[src/rtl/pipe_stage_queue.sv]
// Elastic DEPTH x WIDTH valid/ready queue placed between two pipeline stages, with synchronous flush.
// Define PIPE_STAGE_BYPASS_EN to let an empty queue pass in_data straight to the output.
module pipe_stage_queue #(
    parameter int unsigned WIDTH = 64,
    parameter int unsigned DEPTH = 2,
    localparam int unsigned PW = $clog2(DEPTH),
    localparam int unsigned CW = $clog2(DEPTH + 1)
) (
    input  logic             CLK,
    input  logic             nrst,
    input  logic             flush,
    input  logic             in_valid,
    output logic             in_ready,
    input  logic [WIDTH-1:0] in_data,
    output logic             out_valid,
    input  logic             out_ready,
    output logic [WIDTH-1:0] out_data,
    output logic [CW-1:0]    count,
    output logic             full,
    output logic             empty
);

    logic [WIDTH-1:0] mem_q [DEPTH];
    logic [WIDTH-1:0] mem_d [DEPTH];
    logic [PW-1:0]    wptr_q, wptr_d;
    logic [PW-1:0]    rptr_q, rptr_d;
    logic [CW-1:0]    count_q, count_d;

    logic full_s;
    logic empty_s;
    logic bypass_xfer;
    logic push_store;
    logic pop_mem;

    assign full_s  = (count_q == CW'(DEPTH));
    assign empty_s = (count_q == '0);

    assign count    = count_q;
    assign full     = full_s;
    assign empty    = empty_s;
    assign in_ready = !full_s;

`ifdef PIPE_STAGE_BYPASS_EN
    logic bypass_active;

    // nrst gates the bypass so the outputs still read as reset while nrst is low.
    assign bypass_active = empty_s & !flush & nrst;
    assign bypass_xfer   = bypass_active & in_valid & out_ready;
    assign out_valid     = bypass_active ? in_valid : !empty_s;
    assign out_data      = bypass_active ? in_data : mem_q[rptr_q];
`else
    assign bypass_xfer = 1'b0;
    assign out_valid   = !empty_s;
    assign out_data    = mem_q[rptr_q];
`endif

    // A bypassed transfer never touches storage, so it counts as neither push nor pop.
    assign push_store = in_valid & !full_s & !bypass_xfer;
    assign pop_mem    = !empty_s & out_ready;

    always_comb begin
        wptr_d  = wptr_q;
        rptr_d  = rptr_q;
        count_d = count_q;
        mem_d   = mem_q;
        if (flush) begin
            wptr_d  = '0;
            rptr_d  = '0;
            count_d = '0;
        end else begin
            if (push_store) begin
                mem_d[wptr_q] = in_data;
                wptr_d        = wptr_q + PW'(1);
            end
            if (pop_mem) begin
                rptr_d = rptr_q + PW'(1);
            end
            unique case ({push_store, pop_mem})
                2'b10:   count_d = count_q + CW'(1);
                2'b01:   count_d = count_q - CW'(1);
                default: count_d = count_q;
            endcase
        end
    end

    always_ff @(posedge CLK or negedge nrst) begin
        if (!nrst) begin
            for (int i = 0; i < int'(DEPTH); i++) begin
                mem_q[i] <= '0;
            end
            wptr_q  <= '0;
            rptr_q  <= '0;
            count_q <= '0;
        end else begin
            mem_q   <= mem_d;
            wptr_q  <= wptr_d;
            rptr_q  <= rptr_d;
            count_q <= count_d;
        end
    end

endmodule

[config.mk]
export PLATFORM = sky130hd
export DESIGN_NAME = pipe_stage_queue
export DESIGN_NICKNAME = d
export VERILOG_FILES = /design/src/rtl/pipe_stage_queue.sv
export SDC_FILE = /design/constraint.sdc
export NUM_CORES = 1
export LEC_CHECK = 0
export ABC_AREA = 1
export ABC_CLOCK_PERIOD_IN_PS = 1700
export BUFFER_PORTS_ARGS = -buffer_cell sky130_fd_sc_hd__buf_2
export CELL_PAD_IN_SITES_DETAIL_PLACEMENT = 2
export CELL_PAD_IN_SITES_GLOBAL_PLACEMENT = 2
export CORE_ASPECT_RATIO = 1.2
export CORE_UTILIZATION = 33
export CTS_BUF_LIST = sky130_fd_sc_hd__clkbuf_4 sky130_fd_sc_hd__clkbuf_8
export DETAILED_ROUTE_END_ITERATION = 10
export PLACE_DENSITY_LB_ADDON = 0.1
export SLEW_MARGIN = 15
export SYNTH_ARGS = -nofsm -noshare
export SYNTH_HDL_FRONTEND = slang
export SYNTH_SLANG_ARGS = --single-unit
export TNS_END_PERCENT = 10
[constraint.sdc]
create_clock -name CLK -period 1.7 [get_ports CLK]
set_input_delay 0.085 -clock CLK [delete_from_list [all_inputs] [get_ports CLK]]
set_output_delay 0.085 -clock CLK [all_outputs]
set_load 0.01 [all_outputs]
==> results of run 1 <==
==> through the flow <==
stage | area (um2) | power [mW] | setup WS [ns] | TNS (ns) | hold WS (ns)
6_report | 8020 | 12.2 | -0.00824 | -0.00824 | 0.0951
5_1_grt | 8020 | 13.2 | -0.108 | -2.66 | 0.0867
4_1_cts | 7980 | 12.4 | -0.0478 | -0.215 | 0.0714
3_5_place_dp | 6930 | 9.58 | 0.180 | 0 | 0.0288
3_3_place_gp | 6930 | 9.16 | 0.283 | 0 | 0.0181
2_1_floorplan | 6090 | 7.86 | 0.417 | 0 | -0.211
==> sequential cells by signal (all words and copies together), names as in the netlist <==
signal and cells:
mem_q 128, rptr_q 1, count 2, wptr_q 1
==> final timing paths <==
path	to	startpoint	slack (ns)
hold reg to reg	mem_q[41]	mem_q[41]	0.49
max in group asynchronous	mem_q[0]	nrst	0.95
setup / recovery	out_data[9]	rptr_q	-0.008
hold / removal	mem_q[44]	nrst	0.1
min in group CLK	mem_q[19]	in_data[19]	0.45
setup reg to reg	mem_q[23]	count[1]	0.19
==> cell usage in the layout, fill, tap and decap left out, types with 2 or more instances in the layout <==
cell type	instances
clkbuf_4	4
nand3_1	3
o21ai_2	60
nand2_1	332
o21ai_1	68
dfrtp_1	131
bufinv_16	2
clkinv_2	4
nor2_1	7
inv_2	2
inv_1	72
dlygate4sd3_1	68
clkbuf_8	19
buf_4	3
buf_2	137
buf_12	6
o21ai_0	2
==> power breakdown <==
group / total [mW] / internal [mW] / switching [mW] / leakage (nW)
Combinational: 4.41 / 1.80 / 2.61 / 2.56
Sequential: 5.23 / 4.46 / 0.773 / 1.65
Clock: 2.60 / 1.41 / 1.19 / 0.199
Total: 12.2 / 7.67 / 4.57 / 4.41
==> repair_timing <==
action                                  CTS  global route
pin swaps                                 0             0
hold buffers                             68             0
gates cloned                              0             1
hold endpoints to repair                264             0
resized for setup                         0             1
buffers inserted                          0             0
endpoints found under the setup margin   11            67
==> layer usage <==
metal  routed length (um)  track usage [%]  up-vias
met5                    0                0        -
met4                  362             8.01        0
met2                10200             37.7      106
met3                  687             5.02       26
met1                 7790             22.9     2753
li1                     -                -     2609
==> cells by family (layout without fill, tap and decap cells) <==
family          Yosys count  in the layout  share of synthesized area (%)
compound gates          132            132                           14.7
buf+inv                 116            319                           9.51
flops                   132            132                           54.2
other cells               0              1                              0
simple gates            345            345                           21.5
==> area by class of cell <==
| cell class | instances | area (um2) | area share, % |
|---|---|---|---|
| Sequential cell | 132 | 3300 | 41.2 |
| Multi-Input combinational cell | 477 | 2220 | 27.7 |
| Timing Repair Buffer | 216 | 1560 | 19.5 |
| Clock buffer | 23 | 292 | 3.64 |
| Tap cell | 224 | 280 | 3.50 |
| Inverter | 74 | 278 | 3.46 |
| Clock inverter | 6 | 80.1 | 0.999 |
| Antenna cell | 1 | 2.50 | 0.0312 |
==> flow_summary.toml, run 1 <==
[outcome]
status = "finished with violations"
violations = "negative setup slack"

[final_layout]
fin_cells = 1153
area_delta_synth_final_pct = 31.7
final_nets = 987
drive_gt1_share_pct = 26.2
finalCoreUtilization_pct = 44.3
fillers = 2062

[placed_design]
place_inst = 1054
portBuffers = 138
gp_congestion = 0.726
hpwlAfterDp_um = 11500

[yosys]
yosysMostFrequentCell = "nand2_1"
avgSynthCellArea_um2 = 8.40
synth_seq_cells = 132
ys_async_sr_fraction_pct = 100
synthTopCellsByCount = "nand2_1, dfrtp_1, inv_1"
synth_area_leader_cell = "dfrtp_1"
syn_inst = 725
syn-num-nets = 794
yosys_warnings = 0
ys_top_cells_by_area = "dfrtp_1, nand2_1, o21ai_2, o21ai_1, inv_1"
syn_area_um2 = 6090
synth_top_area_share_pct = 54.2
synthFlopType = "dfrtp_1"
synth-edff-count = 0
ys_seq_area_share_pct = 54.2
yosysUniqueCellTypes = 19

[floorplan]
initial_core_util_pct = 33.6
core-area_um2 = 18100
die_x_um = 126
rows = 54
ios = 139
die-height_um = 151
dieArea_um2 = 19000

[clocking]
cts_tree = "built"
clock-sinks = 132
htree_levels = 4
root_buffer = "clkbuf_8"
cts_inserted_buffers = 17
max-clock-path-buffers = 2
clk_pin_slew_ns = 0.07
clock_latency_ns = 0.45

[timing]
worst_slack_ns = -0.00824
fmax_mhz = 585
maxSlewViolCount = 0
worst_pin_slew_ns = 0.434
min_period_ns = 1.71
finalHoldViolations = 0
skew_ns = 0.0105
rsz0062_at_grt = "yes"
finalSetupViolCount = 1
max_slew_margin_pct = 70.8
fin_crit_sh_pct = 100

[grt]
first_global_vias = 6191
grt-ovfl-total = 0
grt_max_degree = 130
grt_use_total_pct = 20.6
antenna_found_initial = 0
grt_pass1_wl_um = 30200

[setup_path]
path_buf_inv = 2
critPathTopFamily = "buffers and inverters"
arrival_ns = 1.62
crit_slowest_cell = "dfrtp_2"
end_kind = "output port"
crit_required_ns = 1.62
cp-start-kind = "register"
cpPeakStageDelay_ns = 0.38
worstSetupPathType = "reg2out"
cp_cell_sequence = "buf_4 -> nand2_1 -> nand2_1 -> buf_2"
cp.depth = 4
worstPathMaxFanout = 33
worst_path_most_repeated_cell = "nand2_1"
r2r_cells = 5

[detailed_routing]
wl_per_cell_um = 16.5
drt-pass1-iter-count = 4
drc = 0
drt_iter0_drc = 166
postRouteAntennaNets = 0
via_per_inst = 4.76
drt_wl_total_um = 19000
vias = 5494

[hold_path]
hold_path_class = "in2async"

[power_and_ir_drop]
powerDensity_nw_per_um2 = 1530
peakVddDrop_v = 0.000486
leakage_nw = 4.41

[flow_run]
maxCapViolations = 0
(Power assumes the default switching activity.)
==> run 2: changes to the inputs <==
Settings changed: ABC_CLOCK_PERIOD_IN_PS 1700 to 2100, CORE_UTILIZATION 33 to 35.
Clock period 1.7 ns to 2.1 ns, I/O delays scaled along.
==> run 2 against run 1 <==
  * The run now ends clean
  * Clock power down 5%
  * Power down 16%
  * Utilization up 3.3 points
  * Sequential share of layout area down 0.17 points
  * Worst hold slack worse by 0.044 ns
  * First-iteration DRC count down 1.8%
  * Combinational power down 19%
  * Via count up 0.13%
  * Die area down 5.6%
  * Highest routed layer unchanged
==> flow_summary.toml, run 2 (synthesis gave the netlist of run 1 again) <==
[final_layout]
regMostFlops = "mem_q"
diodes = 0
largest_reg_flops = 128
layout_commonest_cell = "nand2_1"
final_cell_mix = "nand2_1, buf_2, dfrtp_1"
final_nets = 988
area_delta_synth_final_pct = 32.2
drive_gt1_share_pct = 26.6

[setup_path]
rr_endpoint = "mem_q[75]"
crit_slowest_cell = "dfrtp_2"
arrival_ns = 1.70
end_kind = "output port"
cp_cell_sequence = "inv_2 -> buf_4 -> nand2_1 -> nand2_1 -> buf_2"
r2r_cells = 6
worstPathMaxFanout = 28
worst_path_most_repeated_cell = "nand2_1"
reg2reg_slack_ns = 0.44
critPathTopFamily = "buffers and inverters"
crit_required_ns = 2.00
r2r_start = "count[0]"
cp-start-kind = "register"
path_buf_inv = 3
cpPeakStageDelay_ns = 0.44
worstSetupPathType = "reg2out"

[timing]
min_period_ns = 1.80
worst_pin_slew_ns = 0.573
skew_ns = 0.00984
fmax_mhz = 555
rsz0062_at_grt = "no"
maxSlewViolCount = 0
fin_setup_tns_ns = 0
finalHoldViolations = 0
fin_crit_sh_pct = 85.8
whs_ns = 0.0515
max_slew_margin_pct = 61.8
finalSetupViolCount = 0

[hold_path]
hold_path_startpoint = "out_ready"
whs_path_depth = 3
min_to = "rptr_q"
hold_path_class = "in2reg"

[outcome]
status = "complete, no violations"

[placed_design]
portBuffers = 138
hpwlAfterDp_um = 12200
gp_congestion = 0.750

[grt]
antenna_found_initial = 0
first_global_vias = 6368
grt_use_total_pct = 23.8
grt-ovfl-total = 0
grt_max_degree = 67
grt_pass1_wl_um = 32500

[detailed_routing]
drt-pass1-iter-count = 4
vias = 5501
via_per_inst = 4.79
postRouteAntennaNets = 0
drt_iter0_drc = 163
drc = 0
drt_wl_total_um = 19600
wl_per_cell_um = 17.1

[clocking]
max-clock-path-buffers = 2
cts_inserted_buffers = 17
cts_resized = 0
clk_pin_slew_ns = 0.07
cts_tree = "built"
clock_latency_ns = 0.45
root_buffer = "clkbuf_8"
clock-sinks = 132
htree_levels = 4

[floorplan]
core-area_um2 = 16900
initial_core_util_pct = 36.0
die_x_um = 122
dieArea_um2 = 17900
rows = 52
ios = 139
die-height_um = 146

[flow_run]
maxCapViolations = 0

[power_and_ir_drop]
peakVddDrop_v = 0.000481
powerDensity_nw_per_um2 = 1280
leakage_nw = 4.43
[run 2: area by class of cell]
type / count / area [um2]
Inverter: 74 / 278
Tap cell: 216 / 270
Clock inverter: 9 / 148
Fill cell: 1928 / 8870
Multi-Input combinational cell: 477 / 2220
Clock buffer: 23 / 310
Timing Repair Buffer: 217 / 1520
Sequential cell: 132 / 3300
[run 2: metal layers]
metal  track usage (%)  routed length [um]  part of all wire [%]
met1              26.7                8130                    41
met2              43.6               10400                    53
met3              4.26                 615                   3.1
met4              9.27                 456                   2.3
met5                 0                   0                     0
[run 2: metrics by stage]
step                      area (um2)  utilization, %  setup slack (ns)  total power, mW  instances
after global placement          6920            40.9             0.593             7.42       1049
final                           8050            47.6             0.298             10.3       1148
after detailed placement        6920            40.9             0.465             7.76       1049
after CTS                       8050            47.6             0.238             10.4       1148
after global routing            8050            47.6             0.195             11.1       1148
after floorplan                 6090               -             0.817             6.37        725
[run 2: power by group]
part / internal, mW / switching (mW) / leakage [nW]
Clock: 1.46 / 1.01 / 0.235
Sequential: 3.61 / 0.659 / 1.65
Combinational: 1.44 / 2.15 / 2.55
Total: 6.51 / 3.82 / 4.43
[run 2: timing repair]
item / 4_1_cts / 5_1_grt
hold buffers: 67 / 0
endpoints found under the hold margin: 187 / 0
buffers inserted: 0 / 0
[run 2: how the worst max path moves through the flow]
stage,from,to,slack [ns],cells past startpoint
after global placement,count[1],mem_q[110],0.59,5
after floorplan,count[0],mem_q[75],0.82,7
after global routing,rptr_q,out_data[23],0.20,5
after detailed placement,count[0],mem_q[75],0.47,6
after CTS,rptr_q,out_data[23],0.24,5
final,rptr_q,out_data[23],0.30,5
[run 2: worst min-delay path, stage by stage]
cell	delay, ns
buf_2	0.10
o21ai_0	0.14
a21oi_1	0.10
==> run 3: changes to the inputs <==
Settings changed: GPL_TIMING_DRIVEN set to 0, SKIP_CTS_REPAIR_TIMING set to 1.
==> run 3 against run 2 <==
  * Sequential share of layout area down 0.55 points
  * Combinational power up 1%
  * Final area up 1.3%
  * The run now ends with negative setup slack left
==> flow_summary.toml, run 3 (synthesis gave the netlist of run 1 again) <==
[outcome]
status = "finished with violations"
violations = "negative setup slack"

[power_and_ir_drop]
switching_share_pct = 37.0
peakVddDrop_v = 0.000504
pwr-share-comb_pct = 36.0
powerDensity_nw_per_um2 = 1240
p_int_mw = 6.35
p_seq_share_pct = 42.2
p_switching_mw = 3.73
leakage_nw = 4.49
clkPwrFrac_pct = 21.8

[placed_design]
gp_congestion = 0.768
hpwlAfterDp_um = 13500
place_inst = 1080
portBuffers = 138
place_area_um2 = 7080

[setup_path]
crit_required_ns = 2.00
worstSetupPathType = "reg2out"
r2r_start = "count[0]"
crit_path_start = "rptr_q"
worstPathMaxFanout = 10
reg2reg_slack_ns = 0.57
end_kind = "output port"
arrival_ns = 2.00
cp-start-kind = "register"

[final_layout]
drive_gt1_share_pct = 27.7
diodes = 0
largest_reg_flops = 128
regMostFlops = "mem_q"
final_cell_mix = "nand2_1, buf_2, dfrtp_1"
layout_commonest_cell = "nand2_1"
finalInstanceArea_um2 = 8160
fin_cells = 1174
final_nets = 1019
area_delta_synth_final_pct = 33.9

[timing]
skew_ns = 0.0103
fmax_mhz = 475
min_period_ns = 2.10
worst_slack_ns = -0.00415
worst_pin_slew_ns = 0.635
whs_ns = 0.0499
maxSlewViolCount = 0
finalSetupViolCount = 2
fin_crit_sh_pct = 100
max_slew_margin_pct = 57.7
finalHoldViolations = 0
rsz0062_at_grt = "yes"

[detailed_routing]
postRouteAntennaNets = 0
drc = 0
drt_wl_total_um = 20200
via_per_inst = 4.84
drt_iter0_drc = 155
wl_per_cell_um = 17.2
drt-pass1-iter-count = 4
vias = 5688

[clocking]
cts_tree = "built"
clock-sinks = 132
cts_inserted_buffers = 17
root_buffer = "clkbuf_8"
max-clock-path-buffers = 2
htree_levels = 4
clk_pin_slew_ns = 0.06
clock_latency_ns = 0.44

[floorplan]
dieArea_um2 = 17900
ios = 139
initial_core_util_pct = 36.0
die-height_um = 146
core-area_um2 = 16900
rows = 52
die_x_um = 122

[grt]
first_global_vias = 6125
grt_max_degree = 70
grt_pass1_wl_um = 30500
antenna_found_initial = 0
grt_use_total_pct = 22.3
grt-ovfl-total = 0

[flow_run]
maxCapViolations = 0

[hold_path]
hold_path_startpoint = "out_ready"
hold_path_class = "in2reg"
==> run 3: cell count changes in the layout (fill, tap and decap cells not counted), moves of 2 or more <==
| cell | delta |
|---|---|
| buf_2 | +7 |
| clkbuf_1 | +6 |
| buf_6 | +15 |
| clkinv_2 | -3 |
| buf_12 | -5 |
| clkbuf_2 | +7 |
| clkbuf_8 | -2 |
==> run 3: power by group through the flow <==
stage | Sequential, mW | Combinational, mW | Clock [mW]
floorplan | 4.08 | 2.28 | 0
global placement | 4.16 | 3.30 | 0
detailed placement | 4.27 | 3.54 | 0
CTS | 4.24 | 3.58 | 2.25
global route | 4.38 | 4.09 | 2.36
finish | 4.25 | 3.63 | 2.19
==> run 3: path summary, 6_finish.rpt <==
path                                endpoint  cells after the start
min in group asynchronous         mem_q[107]                      2
worst min register to register     mem_q[27]                      2
max in group asynchronous           mem_q[8]                      3
worst max-delay path            out_data[62]                      6
worst min-delay path                  rptr_q                      3
worst max register to register    mem_q[100]                      7
==> run 3: worst max-delay path: stages, from the launching register on <==
cell and delay [ns]:
dfrtp_1 0.39, inv_1 0.10, buf_2 0.28, buf_1 0.44
nand2_1 0.12, nand2_1 0.10, buf_2 0.14
==> run 3: cell type report <==
class / count / area, um2
Buffer: 42 / 310
Clock buffer: 22 / 290
Clock inverter: 5 / 103
Fill cell: 1877 / 8760
Inverter: 74 / 278
Multi-Input combinational cell: 477 / 2210
Sequential cell: 132 / 3300
Tap cell: 216 / 270
Timing Repair Buffer: 206 / 1400
==> run 3: per-layer routing <==
metal	up-vias	track usage, %	share of wire (%)
met2	106	41.2	55
met4	0	5.67	1.1
met1	2896	25.0	40
met3	20	5.31	3.5
met5	-	0	0
li1	2666	-	-
==> run 3: stage by stage <==
| stage | setup TNS, ns | power (mW) | worst slack [ns] | utilization [%] |
|---|---|---|---|---|
| 2_1_floorplan | 0 | 6.37 | 0.817 | - |
| 3_3_place_gp | -112.40 | 7.46 | -0.863 | 41.7 |
| 3_5_place_dp | 0 | 7.82 | 0.236 | 41.9 |
| 4_1_cts | -10.03 | 10.1 | -0.256 | 44.2 |
| 5_1_grt | -3.15 | 10.8 | -0.164 | 48.2 |
| 6_report | -0.00443 | 10.1 | -0.00415 | 48.2 |
